### config.mk
export PLATFORM = sky130hd
export DESIGN_NAME = dp_pipe
export DESIGN_NICKNAME = d
export VERILOG_FILES = /design/src/rtl/dp_pipe.sv
export SDC_FILE = /design/constraint.sdc
export NUM_CORES = 1
export LEC_CHECK = 0
export CAP_MARGIN = 20
export CELL_PAD_IN_SITES_DETAIL_PLACEMENT = 2
export CELL_PAD_IN_SITES_GLOBAL_PLACEMENT = 2
export CORE_MARGIN = 2
export CORE_UTILIZATION = 31
export DETAILED_ROUTE_END_ITERATION = 16
export HOLD_SLACK_MARGIN = 0.06
export MAX_ROUTING_LAYER = met4
export PLACE_DENSITY = 0.74
export SETUP_SLACK_MARGIN = 0.2
export SLEW_MARGIN = 10
export SYNTH_ARGS = -nofsm -noshare
export SYNTH_HDL_FRONTEND = slang
export SYNTH_SLANG_ARGS = --single-unit
### constraint.sdc
create_clock -name clk -period 2.12 [get_ports clk]
set_input_delay 0.424 -clock clk [delete_from_list [all_inputs] [get_ports clk]]
set_output_delay 0.424 -clock clk [all_outputs]
set_load 0.1 [all_outputs]
### src/rtl/dp_pipe.sv
// Datapath: write-data mux, register file with write-through bypass on two read
// ports, a two-stage ALU pipeline (operand registers, then result with flags), and a zero gate.
module dp_pipe #(
  parameter int WIDTH = 3,
  parameter int DEPTH = 4,
  localparam int AW = $clog2(DEPTH)
) (
  input  logic             clk,
  input  logic             rst_n,
  input  logic [WIDTH-1:0] in1,
  input  logic [WIDTH-1:0] in2,
  input  logic [1:0]       s1,
  input  logic             we,
  input  logic [AW-1:0]    wa,
  input  logic             rea,
  input  logic [AW-1:0]    raa,
  input  logic             reb,
  input  logic [AW-1:0]    rab,
  input  logic             go,
  input  logic [2:0]       c,
  input  logic             s2,
  output logic [WIDTH-1:0] out,
  output logic             out_valid,
  output logic             zf,
  output logic             cf
);

  logic [WIDTH-1:0] rf_q [DEPTH];
  logic [WIDTH-1:0] din;
  logic [WIDTH-1:0] rd_a, rd_b;
  logic [WIDTH-1:0] op_a_q, op_b_q;
  logic [2:0]       op_c_q;
  logic             op_v_q;
  logic [WIDTH-1:0] res_q, res_d;
  logic             zf_q, cf_q, cf_d, vld_q;
  logic [WIDTH:0]   ext;

  always_comb begin
    din = '0;
    case (s1)
      2'd0:    din = in1;
      2'd1:    din = in2;
      2'd2:    din = '0;
      default: din = res_q;
    endcase
  end

  // Disabled ports read as zero; an enabled port whose address is being written sees din.
  always_comb begin
    rd_a = '0;
    rd_b = '0;
    if (rea) rd_a = (we && (wa == raa)) ? din : rf_q[raa];
    if (reb) rd_b = (we && (wa == rab)) ? din : rf_q[rab];
  end

  always_ff @(posedge clk or negedge rst_n) begin
    if (!rst_n) begin
      for (int i = 0; i < DEPTH; i++) rf_q[i] <= '0;
    end else if (we) begin
      rf_q[wa] <= din;
    end
  end

  always_ff @(posedge clk or negedge rst_n) begin
    if (!rst_n) begin
      op_a_q <= '0;
      op_b_q <= '0;
      op_c_q <= '0;
      op_v_q <= 1'b0;
    end else begin
      op_v_q <= go;
      if (go) begin
        op_a_q <= rd_a;
        op_b_q <= rd_b;
        op_c_q <= c;
      end
    end
  end

  always_comb begin
    res_d = '0;
    cf_d  = 1'b0;
    ext   = '0;
    case (op_c_q)
      3'd0: begin
        ext   = {1'b0, op_a_q} + {1'b0, op_b_q};
        res_d = ext[WIDTH-1:0];
        cf_d  = ext[WIDTH];
      end
      3'd1: begin
        // The extra MSB of the extended difference is the borrow.
        ext   = {1'b0, op_a_q} - {1'b0, op_b_q};
        res_d = ext[WIDTH-1:0];
        cf_d  = ext[WIDTH];
      end
      3'd2: res_d = op_a_q & op_b_q;
      3'd3: res_d = op_a_q | op_b_q;
      3'd4: res_d = op_a_q ^ op_b_q;
      3'd5: begin
        res_d = {op_a_q[WIDTH-2:0], 1'b0};
        cf_d  = op_a_q[WIDTH-1];
      end
      3'd6: begin
        res_d = {1'b0, op_a_q[WIDTH-1:1]};
        cf_d  = op_a_q[0];
      end
      default: res_d = op_a_q;
    endcase
  end

  always_ff @(posedge clk or negedge rst_n) begin
    if (!rst_n) begin
      res_q <= '0;
      zf_q  <= 1'b0;
      cf_q  <= 1'b0;
      vld_q <= 1'b0;
    end else if (op_v_q) begin
      res_q <= res_d;
      zf_q  <= (res_d == '0);
      cf_q  <= cf_d;
      vld_q <= 1'b1;
    end
  end

  assign out       = s2 ? '0 : res_q;
  assign out_valid = vld_q;
  assign zf        = zf_q;
  assign cf        = cf_q;

endmodule
; After elaboration in Yosys (flattened, before gate mapping)
; Index checks and enable logic that the tools add are counted.
[op_classes]
addsub = 2
order_cmp = 4
n_eq_ne = 10
muxes = 17
bitwise = 6
reduce_logical = 6
[ops]
columns = op, n
row1 = two-way mux 3 bit, 10
row2 = one-hot mux 3 bit (7 select lines), 1
row3 = binary-select mux 3 bit (select 2 bit), 2
row4 = bitwise mux 12 bit, 1
row5 = equality test 3 bit (second input constant), 3
row6 = greater-or-equal comparator 3 bit (second input constant), 3
row7 = inverter 2 -> 3 bit, 3
row8 = one-hot mux 3 bit (3 select lines), 1
row9 = demux 3 bit (select 2 bit), 1
row10 = equality test 3 x 2 -> 1 bit (second input constant), 2
row11 = logical NOT 3 bit, 2
row12 = adder 3 x 3 -> 4 bit, 1
row13 = equality test 2 bit, 2
row14 = one-hot mux 1 bit (4 select lines), 1
row15 = subtractor 3 x 3 -> 4 bit, 1
row16 = bitwise AND 3 bit, 1
row17 = equality test 3 x 1 -> 1 bit (second input constant), 1
row18 = logical AND 1 bit, 3
row19 = < comparator 3 x 1 -> 1 bit (second input constant), 1
row20 = bitwise OR 3 bit, 1
row21 = bitwise XOR 3 bit, 1
row22 = equality test 2 x 1 -> 1 bit (second input constant), 1
row23 = equality test 2 bit (second input constant), 1
row24 = logical NOT 2 bit, 1
[totals]
register_bits = 28
input_bits = 24
out_inout_bits = 6
word_cells = 57

; Longest topological paths before layout
[depth]
depth_word = 6
ltp_mapped = 8
depth_no_buf = 8

; Worst setup path after synthesis
; No wires, ideal clock.
[synth_timing]
path_type = input-to-output
start = input port s2
end = output port out[0]
arrival_time_ns = 1.759
setup_slack_ns = -0.063
path_stages = 1
cell_sequence = nor2b_1
[synth_between]
elab_chain_len = 1
[synth_rtl]
columns = element, line_no
row1 = from (decl), 21  ; input logic s2,
row2 = two-way mux 3 bit, 125  ; assign out = s2 ? '0 : res_q;
row3 = to (decl), 22  ; output logic [WIDTH-1:0] out,
; No other way between the ends.

; Worst setup path after layout
[layout_timing]
start = register op_a_q[0]
end = register zf_q, in the netlist zf
[layout_between]
elab_chain_len = 3
elab_cells_between_ends = 7
[layout_rtl]
columns = element, line_no
row1 = from (decl), 31  ; logic [WIDTH-1:0] op_a_q, op_b_q;
row2 = from (signal assigned), 73  ; op_a_q <= rd_a;
row3 = subtractor 3 x 3 -> 4 bit (tied with other cells), 92  ; ext = {1'b0, op_a_q} - {1'b0, op_b_q};
row4 = one-hot mux 3 bit (7 select lines) (*), 84  ; case (op_c_q)
row5 = logical NOT 3 bit (*), 119  ; zf_q <= (res_d == '0);
row6 = to (signal assigned), 119
row7 = to (decl), 35  ; logic zf_q, cf_q, cf_d, vld_q;
; Every way passes the cells marked *; elsewhere a longest branch is shown, timed or not.
; A chain may end at the register's enable or synchronous reset.

==> results.sh <==
export IMPL_dpl_hpwl_mm=4.27
export IMPL_cts_made_buffers=3
export IMPL_rows=27
export IMPL_slew_viol_final=0
export IMPL_fmax_mhz=477
export IMPL_ys_async_sr_fraction_pct=100
export IMPL_netlist_area_um2=1820
export IMPL_switchingPower_uw=660
export IMPL_regArea_um2=703
export IMPL_ys_seq_area_share_pct=38.6
export IMPL_cpPeakStageDelay_ns=0.50
export IMPL_intPower_uw=1130
export IMPL_drtIter0Drc=33
export IMPL_diodes=0
export IMPL_via_per_inst=5.29
export IMPL_synth_distinct_cells=39
export IMPL_wl_per_cell_um=19.8
export IMPL_switching_share_pct=36.9
export IMPL_hold_class="flop to flop"
export IMPL_synth_most_common_cell="dfrtp_1"
export IMPL_grt_max_degree=29
export IMPL_grt_ovfl_total=0
export IMPL_track_usage_pct=19.2
export IMPL_crit_chain="buf_6 > ha_4 > fa_1 > mux4_2 > mux2i_4 > a32o_1"
export IMPL_yosysWarnings=0
export IMPL_ys_flop_type="dfrtp_1"
export IMPL_fill_cells=597
export IMPL_yosys_top_cells_count="dfrtp_1 (28), nand2_1 (17), o21ai_0 (13)"
export IMPL_hold_buffers=0
export IMPL_synth_largest_area_cell="dfrtp_1"
export IMPL_netlist_area_leader_share_pct=38.6
export IMPL_die_h_um=80.6
export IMPL_fin_cells=282
export IMPL_place_congestion=0.792
export IMPL_cap_violations=0
export IMPL_cts_root_buf="clkbuf_8"
export IMPL_finalCritPeriodShare_pct=98.9
export IMPL_initial_core_util_pct=32.6
export IMPL_worstPathArrival_ns=2.31
export IMPL_die_area_um2=6490
export IMPL_crit_path_max_fanout=2
export IMPL_core_um2=5570
export IMPL_cts_sinks=28
export IMPL_p_comb_share_pct=41.4
export IMPL_grt_pass1_vias=1673
export IMPL_cts_tree="done"
export IMPL_setup_violations=0
export IMPL_netlist_top_cells_area="dfrtp_1 (39%), mux4_2 (7.4%), ha_1 (6.2%)"
export IMPL_timing_setup_tns_ns=0
export IMPL_cp_start_kind="flop"
export IMPL_io_pins=30
export IMPL_drc_errors=0
export IMPL_synth_nets=202
export IMPL_end_kind="flop"
export IMPL_synthCells=167
export IMPL_worstSkewPairLatency_ns=0.27
export IMPL_path_clk_slew_ns=0.09
export IMPL_wirelength_mm=5.59
export IMPL_layout_nets=246
export IMPL_crit_slowest_cell="mux4_2"
export IMPL_rsz0062_at_grt="true"
export IMPL_powerDensity_nw_per_um2=746
export IMPL_synth_edf_count=0
export IMPL_dpl_cell_count=271
export IMPL_drt_pass1_iterations=5
export IMPL_ys_ff_latch=28
export IMPL_detail_route_antenna_nets=0
export IMPL_fin_crit_ns=2.10
export IMPL_io_buffers=29
export IMPL_cts_htree_levels=1
export IMPL_outcome="finished, final reports clean"
export IMPL_syn_to_final_growth_pct=32.2
export IMPL_final_layout_size_suffix_gt1_share_pct=26.7
export IMPL_hold_violations=0
export IMPL_worstSetupPathType="flop to flop"
export IMPL_p_seq_share_pct=40.2
export IMPL_timing_slew_headroom_pct=66.6
export IMPL_clkPwrFrac_pct=18.3
export IMPL_cp_required_ns=2.33
export IMPL_multiInputGateArea_um2=1090
export IMPL_worst_pin_slew_ns=0.501
export IMPL_clk_path_buf_depth=2
export IMPL_dieWidth_um=80.6
export IMPL_grt_pass1_wl_mm=9.11
export IMPL_vdd_drop_max_mv=0.304
export IMPL_syn_area_per_cell_um2=10.9
export IMPL_skew_ns=0.00284
export IMPL_power_leakage_uw=0.00102
export IMPL_vias=1491
export IMPL_grt_antenna_before_repair=0
## critical path, delay by kind of cell, from the launching register on
family | cells | cell delay (ns)
fa+ha+maj | 2 | 0.59
flops | 1 | 0.42
buf+inv | 1 | 0.13
mux | 2 | 0.70
compound gates | 1 | 0.19
## state kept, by name (all words and copies together) (netlist names)
name	flops
res_q	3
zf	1
out_valid	1
rf_q	12
op_a_q	3
op_c_q	3
op_v_q	1
cf	1
op_b_q	3
## per-stage QoR
step / area, um2 / power (uW) / hold slack (ns) / util (%) / worst slack (ns)
global placement: 2240 / 1370 / 0.453 / 40.2 / -0.00823
finish: 2400 / 1790 / 0.511 / 43.1 / 0.0223
global route: 2400 / 1900 / 0.541 / 43.1 / -0.0442
detailed placement: 2240 / 1420 / 0.493 / 40.2 / -0.0921
floorplan: 1820 / 1140 / 0.128 / - / 0.214
CTS: 2370 / 1790 / 0.518 / 42.5 / 0.0621
## layout make-up
cell class              instances  share of cell area, %
clock buffers                   4                   2.29
inverters                      10                   1.56
multi-input cells             124                   45.2
flip-flops and latches         28                   29.3
well taps                      72                   3.75
repair buffers                 44                   17.9
## path summary, 6_finish.rpt
| kind | start | end | slack [ns] | cells past startpoint |
|---|---|---|---|---|
| min reg2reg | out_valid | out_valid | 0.51 | 1 |
| max in group asynchronous | rst_n | op_a_q[1] | 1.31 | 2 |
| max reg2reg | op_a_q[0] | zf | 0.02 | 6 |
| max | op_a_q[0] | zf | 0.02 | 6 |
| min in group asynchronous | rst_n | rf_q[10] | 0.53 | 2 |
| min | out_valid | out_valid | 0.51 | 1 |
## power by group through the flow
stage	sequential [uW]	clock, uW	combinational [uW]
2_1_floorplan	747	0	396
3_3_place_gp	716	0	650
3_5_place_dp	726	0	689
4_1_cts	721	341	726
5_1_grt	736	361	806
6_report	720	328	742
## kinds of logic after synthesis
family,after synthesis,synth area share (%)
AO/OA/AOI/OAI,43,16.0
AND/OR/NAND/NOR,44,12.1
multiplexers,22,18.5
XOR/XNOR,4,1.93
adder cells (fa/ha/maj),11,8.40
buffers and inverters,15,4.55
flip-flops,28,38.6
## cells in the final DEF (no fill, tap or decap), drive strengths merged, types with 2 or more instances in the layout
cell type,synthesis,routed
dfrtp,28,28
clkdlybuf4s50,0,23
buf,4,21
nand2,17,17
o21ai,13,13
inv,10,10
nor2,9,9
ha,9,9
mux4,8,8
mux2i,8,8
mux2,6,6
o22ai,6,6
nand3,4,4
xnor2,4,4
clkbuf,1,4
nor2b,4,4
nand3b,3,3
a22oi,3,3
a21oi,3,3
a22o,3,3
nor3b,2,2
a32o,2,2
and2,2,2
a31oi,2,2
fa,2,2
o31ai,2,2
## routing by layer
layer / up-vias / global-route usage (%) / share of wire (%) / wire length (um)
met5: - / - / 0 / 0
met4: 0 / 3.73 / 0.52 / 29
met3: 4 / 1.80 / 0.97 / 54
met2: 12 / 36.3 / 58 / 3230
met1: 775 / 22.1 / 41 / 2270
li1: 700 / - / - / -
## what timing repair did
item                                    CTS  global route
buffers inserted                          4             3
endpoints found under the setup margin    4             4
gates cloned                              0             0
pin swaps                                 4             3
gates resized for setup                  11             3
(Power assumes the default switching activity.)
